File: src/rtl/fxp_alu_seq.sv
`default_nettype none
// ============================================================================
// Module   : fxp_alu_seq
// Brief    : Sequential sign-magnitude fixed-point ALU (add/sub/mul/div).
//            The multiplier is shift-add and the divider is restoring; both
//            run one iteration per clock.
// Option   : FXP_ALU_SAT_EN - saturate the result on overflow or divide by
//            zero. Without it, overflow wraps and divide by zero returns 0.
// Revision : 1.0 - initial release
// ============================================================================
module fxp_alu_seq #(
  parameter int N = 32,
  parameter int Q = 15
) (
  input  logic         clk,
  input  logic         rst_n,
  input  logic         start,
  input  logic [N-1:0] a,
  input  logic [N-1:0] b,
  input  logic [1:0]   opcode,
  output logic [N-1:0] c,
  output logic         done_flag,
  output logic         busy,
  output logic         ovf,
  output logic         div0
);

  localparam int M  = N - 1;                // magnitude width
  localparam int DW = N - 1 + Q;            // dividend / quotient width
  localparam int CW = $clog2(N + Q + 1);    // cycle counter width

  localparam logic [1:0] OP_ADD = 2'b00;
  localparam logic [1:0] OP_SUB = 2'b01;
  localparam logic [1:0] OP_MUL = 2'b10;
  localparam logic [1:0] OP_DIV = 2'b11;

  typedef enum logic [1:0] {
    IDLE = 2'd0,
    CALC = 2'd1,
    DONE = 2'd2
  } state_t;

  state_t         state_q, state_d;
  logic [CW-1:0]  cnt_q, cnt_d;
  logic [1:0]     op_q, op_d;
  logic           sa_q, sa_d;
  logic           sb_q, sb_d;                // b sign, already inverted for sub
  logic [M-1:0]   ma_q, ma_d;
  logic [M-1:0]   mb_q, mb_d;
  logic [M-1:0]   p_hi_q, p_hi_d;            // product upper half
  logic [M-1:0]   p_lo_q, p_lo_d;            // multiplier bits / product lower half
  logic [M-1:0]   rem_q, rem_d;              // restoring-division remainder
  logic [DW-1:0]  quo_q, quo_d;              // dividend shifting out, quotient in
  logic [N-1:0]   c_q, c_d;
  logic           done_q, done_d;
  logic           busy_q, busy_d;
  logic           ovf_q, ovf_d;
  logic           div0_q, div0_d;

  logic [N-1:0]   mul_sum;
  logic [N-1:0]   div_trial;
  logic           div_fit;
  logic [M-1:0]   div_rem;
  logic [N-1:0]   as_sum;
  logic           a_ge_b;
  logic [M-1:0]   as_diff;
  logic [2*M-1:0] prod_sh;
  logic [M-1:0]   res_mag;
  logic           res_sign;
  logic           res_ovf;
  logic           res_dz;
  logic [N-1:0]   res_word;

  // One shift-add step, one restoring-division step, and the add/sub datapath
  always_comb begin
    mul_sum   = {1'b0, p_hi_q} + (p_lo_q[0] ? {1'b0, ma_q} : {N{1'b0}});
    div_trial = {rem_q, quo_q[DW-1]};
    div_fit   = (div_trial >= {1'b0, mb_q});
    // When the divisor fits the difference is below 2^M, so M-bit math is exact
    div_rem   = div_fit ? (div_trial[M-1:0] - mb_q) : div_trial[M-1:0];
    as_sum    = {1'b0, ma_q} + {1'b0, mb_q};
    a_ge_b    = (ma_q >= mb_q);
    as_diff   = a_ge_b ? (ma_q - mb_q) : (mb_q - ma_q);
  end

  // Final result, overflow and divide-by-zero from the finished datapath state
  always_comb begin
    prod_sh  = {p_hi_q, p_lo_q} >> Q;
    res_mag  = '0;
    res_sign = 1'b0;
    res_ovf  = 1'b0;
    res_dz   = 1'b0;
    case (op_q)
      OP_ADD, OP_SUB: begin
        if (sa_q == sb_q) begin
          res_mag  = as_sum[M-1:0];
          res_ovf  = as_sum[M];
          res_sign = sa_q;
        end else begin
          res_mag  = as_diff;
          res_sign = a_ge_b ? sa_q : sb_q;
        end
      end
      OP_MUL: begin
        res_mag  = prod_sh[M-1:0];
        res_ovf  = |prod_sh[2*M-1:M];
        res_sign = sa_q ^ sb_q;
      end
      default: begin
        res_dz   = (mb_q == '0);
        res_mag  = quo_q[M-1:0];
        res_ovf  = (|quo_q[DW-1:M]) | res_dz;
        res_sign = sa_q ^ sb_q;
      end
    endcase
`ifdef FXP_ALU_SAT_EN
    if (res_dz) begin
      res_word = {sa_q, {M{1'b1}}};
    end else if (res_ovf) begin
      res_word = {res_sign, {M{1'b1}}};
    end else begin
      res_word = {res_sign & (|res_mag), res_mag};
    end
`else
    // Wrapped results keep the computed sign unless the kept bits are zero
    if (res_dz) begin
      res_word = '0;
    end else begin
      res_word = {res_sign & (|res_mag), res_mag};
    end
`endif
  end

  // Control FSM next state: accept in IDLE, iterate in CALC, one-cycle DONE
  always_comb begin
    state_d = state_q;
    cnt_d   = cnt_q;
    op_d    = op_q;
    sa_d    = sa_q;
    sb_d    = sb_q;
    ma_d    = ma_q;
    mb_d    = mb_q;
    p_hi_d  = p_hi_q;
    p_lo_d  = p_lo_q;
    rem_d   = rem_q;
    quo_d   = quo_q;
    c_d     = c_q;
    done_d  = 1'b0;
    busy_d  = busy_q;
    ovf_d   = ovf_q;
    div0_d  = div0_q;
    case (state_q)
      IDLE: begin
        if (start) begin
          state_d = CALC;
          busy_d  = 1'b1;
          op_d    = opcode;
          sa_d    = a[N-1];
          sb_d    = b[N-1] ^ (opcode == OP_SUB);
          ma_d    = a[N-2:0];
          mb_d    = b[N-2:0];
          p_hi_d  = '0;
          p_lo_d  = b[N-2:0];
          rem_d   = '0;
          quo_d   = {a[N-2:0], {Q{1'b0}}};
          // Cycles until done: one per iteration plus the result cycle
          cnt_d   = (opcode == OP_MUL) ? CW'(N)
                  : (opcode == OP_DIV) ? CW'(N + Q)
                  : CW'(2);
        end
      end
      CALC: begin
        if (cnt_q == CW'(1)) begin
          state_d = DONE;
          busy_d  = 1'b0;
          done_d  = 1'b1;
          c_d     = res_word;
          ovf_d   = res_ovf;
          div0_d  = res_dz;
        end else begin
          cnt_d  = cnt_q - CW'(1);
          p_hi_d = mul_sum[M:1];
          p_lo_d = {mul_sum[0], p_lo_q[M-1:1]};
          rem_d  = div_rem;
          quo_d  = {quo_q[DW-2:0], div_fit};
        end
      end
      DONE: begin
        state_d = IDLE;
      end
      default: begin
        state_d = IDLE;
        busy_d  = 1'b0;
      end
    endcase
  end

  // State and registered outputs; asynchronous reset aborts any operation
  always_ff @(posedge clk or negedge rst_n) begin
    if (!rst_n) begin
      state_q <= IDLE;
      cnt_q   <= '0;
      op_q    <= '0;
      sa_q    <= 1'b0;
      sb_q    <= 1'b0;
      ma_q    <= '0;
      mb_q    <= '0;
      p_hi_q  <= '0;
      p_lo_q  <= '0;
      rem_q   <= '0;
      quo_q   <= '0;
      c_q     <= '0;
      done_q  <= 1'b0;
      busy_q  <= 1'b0;
      ovf_q   <= 1'b0;
      div0_q  <= 1'b0;
    end else begin
      state_q <= state_d;
      cnt_q   <= cnt_d;
      op_q    <= op_d;
      sa_q    <= sa_d;
      sb_q    <= sb_d;
      ma_q    <= ma_d;
      mb_q    <= mb_d;
      p_hi_q  <= p_hi_d;
      p_lo_q  <= p_lo_d;
      rem_q   <= rem_d;
      quo_q   <= quo_d;
      c_q     <= c_d;
      done_q  <= done_d;
      busy_q  <= busy_d;
      ovf_q   <= ovf_d;
      div0_q  <= div0_d;
    end
  end

  assign c         = c_q;
  assign done_flag = done_q;
  assign busy      = busy_q;
  assign ovf       = ovf_q;
  assign div0      = div0_q;

endmodule
`default_nettype wire
File: config.mk
export PLATFORM = sky130hd
export DESIGN_NAME = fxp_alu_seq
export DESIGN_NICKNAME = d
export VERILOG_FILES = /design/src/rtl/fxp_alu_seq.sv
export SDC_FILE = /design/constraint.sdc
export NUM_CORES = 1
export LEC_CHECK = 0
export ABC_AREA = 1
export CAP_MARGIN = 40
export CORE_MARGIN = 8
export CORE_UTILIZATION = 61
export DETAILED_ROUTE_END_ITERATION = 10
export GPL_ROUTABILITY_DRIVEN = 1
export PLACE_DENSITY = 0.81
export SETUP_SLACK_MARGIN = 0.1
export SLEW_MARGIN = 20
export SYNTH_ARGS = -nofsm -noshare
export SYNTH_HDL_FRONTEND = slang
export SYNTH_SLANG_ARGS = --single-unit
File: constraint.sdc
create_clock -name clk -period 3.89 [get_ports clk]
set_input_delay 1.167 -clock clk [delete_from_list [all_inputs] [get_ports clk]]
set_output_delay 1.167 -clock clk [all_outputs]
set_load 0.02 [all_outputs]
Word-level counts from Yosys, hierarchy flattened
Cells that the tools add are included.
{ "classes": {"add_sub_neg": 6, "order_cmp": 2, "n_eq_ne": 12, "muxes": 36, "bitwise_logic": 5, "n_reduce_logical": 14} }
{ "op_table": {"columns": ["op", "count"], "rows": [
  ["$mux W31", 9],
  ["$pmux W31 S2", 4],
  ["$sub A31 B31 Y31", 3],
  ["$mux W46", 2],
  ["$pmux W46 S2", 1],
  ["$add A31 B31 Y32", 2],
  ["$ge A32 B31 Y1", 1],
  ["$mux W32", 1],
  ["$ge A31 B31 Y1", 1],
  ["$logic_not A31 Y1", 1],
  ["$reduce_or A31 Y1", 1],
  ["$mux W6", 4],
  ["$reduce_or A16 Y1", 1],
  ["$reduce_or A15 Y1", 1],
  ["$pmux W6 S2", 1],
  ["$mux W1", 9],
  ["$eq A2 B2 Y1 const B", 4],
  ["$eq A2 B1 Y1 const B", 3],
  ["$eq A6 B1 Y1 const B", 1],
  ["$ne A2 B2 Y1 const B", 3],
  ["$reduce_and A2 Y1", 3],
  ["$reduce_and A3 Y1", 2],
  ["$sub A6 B1 Y6 const B", 1],
  ["$logic_not A2 Y1", 2],
  ["12 further kinds", 14]
]} }
{ "word_totals": {"register_bits": 249, "input_bits": 69, "out_inout_bits": 36} }

Depth between registers and ports, before layout
{ "depth": {"ltp_word": 7, "ltp_mapped": 27} }

Least setup slack after synthesis
No wires, ideal clock.
{ "synth_path": {"path_type": "flip-flop to flip-flop", "startpoint": "register p_lo_q[0]", "endpoint": "register p_hi_q[23]", "setup_time_ns": 0.076, "arrival_time_ns": 2.746, "required_time_ns": 3.814, "path_slack_ns": 1.068, "stages_incl_launch_ff": 23, "n_path_buf": 1, "period_less_slack_ns": 2.822, "path_cell_list": "dfrtp_1 clkbuf_1 nand2_1 inv_1 ha_1 fa_1 nand2_1 nand3_1 o21ai_0 o21ai_1 a21boi_0 o21ai_1 nand3_1 nand2_1 nand2_1 nand2_1 nand2_1 nand2_1 nand2_1 nand2_1 nand2_1 nand2_1 o21ai_1"} }
{ "synth_via": {"elab_chain_cells": 4} }
{ "synth_lines": {"columns": ["item", "line", "rtl"], "rows": [
  ["from (decl)", "51", "logic [M-1:0] p_lo_q, p_lo_d;"],
  ["from (signal assigned)", "226", "p_lo_q <= p_lo_d;"],
  ["$mux W31", "76", "mul_sum = {1'b0, p_hi_q} + (p_lo_q[0] ? {1'b0, ma_q} : {N{1'b0}});"],
  ["$add A31 B31 Y32", "76", null],
  ["$mux W31", "173", "if (cnt_q == CW'(1)) begin"],
  ["$pmux W31 S2", "152", "case (state_q)"],
  ["to (signal assigned)", "225", "p_hi_q <= p_hi_d;"],
  ["to (decl)", "50", "logic [M-1:0] p_hi_q, p_hi_d;"]
]} }
Every way passes these cells. The select of a mux whose other input is x is not followed.
A chain may end at the register's enable or synchronous reset.

Worst setup path in the final report
{ "layout_path": {"startpoint": "register ma_q[13]", "endpoint": "register c_q[31] (netlist: c[31])"} }
{ "layout_via": {"elab_chain_cells": 7} }
{ "layout_lines": {"columns": ["item", "line", "rtl"], "rows": [
  ["from (decl)", "48", "logic [M-1:0] ma_q, ma_d;"],
  ["from (signal assigned)", "223", "ma_q <= ma_d;"],
  ["$sub A31 B31 Y31 or $ge A31 B31 Y1 (tied branches)", "83, 82", null],
  ["$mux W31", "83", "as_diff = a_ge_b ? (ma_q - mb_q) : (mb_q - ma_q);"],
  ["$mux W31", "95", "if (sa_q == sb_q) begin"],
  ["$pmux W31 S2", "93", "case (op_q)"],
  ["$reduce_or A31 Y1", "129", "res_word = {res_sign & (|res_mag), res_mag};"],
  ["$and A1 B1 Y1 *", "129", null],
  ["$mux W32 *", "126", "if (res_dz) begin"],
  ["to (signal assigned)", "212", "c_q <= '0;"],
  ["to (signal assigned)", "229", "c_q <= c_d;"],
  ["to (decl)", "54", "logic [N-1:0] c_q, c_d;"]
]} }
Mark *: on every way between the ends. The rest lies on a longest branch, timed or not.

==> Flow_metrics.wiki <==
{| class="wikitable"
! Metric !! Value
|-
| Run status || finished clean
|-
| Min Clock Period, post-route || 3700 ps
|-
| Synthesized netlist cell count || 3,325
|-
| Initial antenna violation count || 1
|-
| Tightest Hold Check Type || register to register
|-
| Chip width || 205 um
|-
| Final nets || 3,632
|-
| Slowest stage cell on the critical path || dfrtp_1
|-
| Kind of end point of the critical path || register
|-
| CTS Root Buffer Type || clkbuf_16
|-
| Syn-to-layout area delta || 11.7%
|-
| Gate family responsible for the most delay along the worst path || simple AND/OR/NAND/NOR gates
|-
| Yosys reg bits || 249
|-
| IO Count || 105
|-
| Count of max-cap constraint violations || 0
|-
| Post-CTS setup buffer count || 0
|-
| Pins over their slew limit || 0
|-
| Maximum count of clock buffers along a single path || 3
|-
| Mapped Nets || 3,565
|-
| Unrepaired setup endpoints after global routing || true
|-
| Worst EP required || 4360 ps
|-
| Maximum clock frequency || 270 MHz
|-
| Final weighted congestion in routability-driven placement || 1.09
|-
| Peak per-stage delay on the critical path || 400 ps
|-
| Wirelength per Cell || 23.5 um
|-
| Vias post-DR || 24.4k
|-
| Number of inserted diodes || 0
|-
| Post-synth EDFFs || 0
|-
| Final antenna-violating net count || 0
|-
| Relative slew slack || 37.4%
|-
| Drt via density || 6.30
|-
| Vertical die dimension || 205 um
|-
| Total congestion overflow || 0
|-
| Endpoints failing hold || 0
|-
| Critical path buffers and inverters || 3
|-
| Die outline area || 42,100 um2
|-
| CP dominant cell by count || nand2_1
|-
| CTS tree || done
|-
| Share of final-layout standard cells stronger than drive strength 1 || 6.00%
|-
| Insertion delay to the later sink of the worst-skew pair || 610 ps
|-
| Sinks on Clock Net || 249
|-
| Post-synthesis sequential area ratio || 28.5%
|-
| Setup crit start kind || register
|-
| Wire length of the first global-routing pass || 135,000 um
|-
| Setup TNS || 0 ps
|-
| DRC Markers || 0
|-
| Count of final setup violators || 0
|-
| Cell area after synthesis || 21,900 um2
|-
| Total length of routed wires || 91,100 um
|-
| Ordered cell list for the critical path || inv_1, ha_1, buf_4, nor2_1, nand2_1, nor2_1, nand3_1, nand4_1, nand3_1, nand2_1, inv_1, a21oi_2, nand3_1, nor2_1, nand2_1, nor2_1, nand2_1, nand2_1, nand2_1
|-
| Global Route Usage Sum || 41.8%
|-
| Pin count of the biggest net entering global routing || 93
|-
| Worst-Margin Slew || 930 ps
|-
| Starting Density || 61.7%
|-
| CP max FO || 6
|-
| Number of distinct standard cells referenced by the synthesized netlist || 59
|-
| Core outline area || 35,400 um2
|-
| Detailed-router iteration count before antenna repair || 7
|-
| Filler Cells Inserted || 2,983
|-
| Maximum level of the CTS H-tree || 1
|-
| Total of warnings raised by yosys || 0
|-
| Clock slew at the register clock pins of the worst setup and hold paths || 60 ps
|-
| Violation count after the first detailed-route iteration || 3,471
|-
| Setup Skew || 37.8 ps
|-
| Data arrival time of the critical path || 4170 ps
|-
| Worst Setup Path Type || register to register
|-
| Primary flip-flop cell chosen by synthesis mapping || dfrtp_1
|-
| Vias in the first global route || 23.4k
|-
| Row Count || 69
|-
| Post-DP HPWL || 69,400 um
|-
| Final period util || 95.2%
|-
| Number of buffers added by the clock tree synthesis step || 28
|-
| Ys async rst share || 100%
|-
| Count of buffers from port buffering || 104
|-
| Worst slack on hold paths || 498 ps
|-
| Minimum setup slack among reg-to-reg paths || 190 ps
|-
| Avg Cell Area, Syn || 6.57 um2
|}
## through the flow
| stage | instances | utilization [%] | setup slack (ps) | instance area (um2) |
|---|---|---|---|---|
| after detailed placement | 3822 | 65.7 | 180 | 23300 |
| after CTS | 3874 | 68.6 | 108 | 24300 |
| after floorplan | 3325 | - | 1070 | 21900 |
| after global placement | 3820 | 65.7 | 146 | 23300 |
| after global routing | 3875 | 69.0 | 81.0 | 24400 |
| final | 3875 | 69.0 | 187 | 24400 |
## final timing paths
path                                      startpoint                    end  cells after the start
worst max-delay path            ma_q[13]$_DFFE_PN0P_      c[31]$_DFFE_PN0P_                     19
min in group asynchronous                      rst_n  rem_q[26]$_DFFE_PN0P_                      1
worst min-delay path               c[29]$_DFFE_PN0P_      c[29]$_DFFE_PN0P_                      2
worst max register to register  ma_q[13]$_DFFE_PN0P_      c[31]$_DFFE_PN0P_                     19
max in group asynchronous                      rst_n      c[26]$_DFFE_PN0P_                      2
worst min register to register     c[29]$_DFFE_PN0P_      c[29]$_DFFE_PN0P_                      2
## timing repair
action,4_1_cts,5_1_grt
hold buffers,0,0
setup endpoints to repair,0,3
gates resized for setup,0,29
## Yosys cell counts (9+ instances only)
library cell  instances  area (um2)
nand2_4               9         101
xor2_1               37         324
nor4_1               14        87.6
and2_1                9        56.3
buf_2                15        75.1
a22o_1               20         175
nand2_2              19         119
clkbuf_1             63         236
nor2_1              191         717
nand2_1            1010        3790
o21ai_1               9        45.0
o221ai_1             13         114
nor2_2               12        75.1
nand3_1             183         916
a31oi_1              19         119
a21oi_1             161         806
dfrtp_1             249        6230
buf_6                12         135
ha_1                166        2080
xnor2_1              15         131
nor3_1               15        75.1
o22ai_1              56         350
o211ai_1             55         413
buf_4                23         173
nand4_1              55         344
inv_2                18        67.6
o21bai_1             19         143
inv_1               529        1990
o21ai_0             245        1230
## registers in the layout (all words and copies together) (netlist names)
name       flops
div0           1
c             32
rem_q         31
done_flag      1
ma_q          31
busy           1
mb_q          31
p_lo_q        31
ovf            1
sa_q           1
sb_q           1
state_q        2
quo_q         46
op_q           2
cnt_q          6
p_hi_q        31
## logic make-up after synthesis
logic type	count (synthesis)	share of synthesized area (%)
xor gates and xnor gates	53	2.16
DFF	249	28.5
AOI/OAI and AO/OA	649	17.5
adders and majority gates	171	9.96
and+or+nand+nor	1533	29.5
buffers and inverters	670	12.4
## metal layers
metal  part of all wire (%)  global-route usage (%)
met1                     37                    52.7
met2                     43                    63.9
met3                     12                    9.98
met4                    7.8                    26.3
met5                      0                       0
## worst min-delay path: cells and delay by family (launching register included)
kind	cells	cell delay, ps
simple gates	1	60
flops	1	340
compound gates	1	60
## final cells by class
cell class / count / area (um2) / share of cell area, %
tap: 461 / 577 / 2.36
multi-input combinational: 2407 / 13000 / 53.4
inverter: 550 / 2070 / 8.47
clock inverter: 16 / 245 / 1.00
timing repair buffer: 156 / 1470 / 6.02
sequential: 249 / 6230 / 25.5
clock buffer: 36 / 781 / 3.20
## cells in the final DEF (no fill, tap or decap), types with 9 or more instances in the layout
master	count
inv_1	528
o21ai_0	244
nor2_2	12
a22o_1	20
nand2_1	1010
inv_2	18
clkbuf_16	28
o221ai_1	13
nor4_1	14
nand4_1	55
o211ai_1	55
o21ai_1	10
ha_1	151
and2_1	9
a21oi_1	157
clkdlybuf4s50_1	103
ha_2	14
nand3_1	183
xnor2_1	15
nand2_2	19
a21oi_2	11
nor2_4	9
a31oi_1	19
o21bai_1	19
xor2_1	37
o22ai_1	56
buf_4	47
nor3_1	14
dfrtp_1	249
nor2_1	188
Power is left out: the tool's default activity adds up to more than one toggle a clock period on the data nets, which glitch-free logic cannot reach.
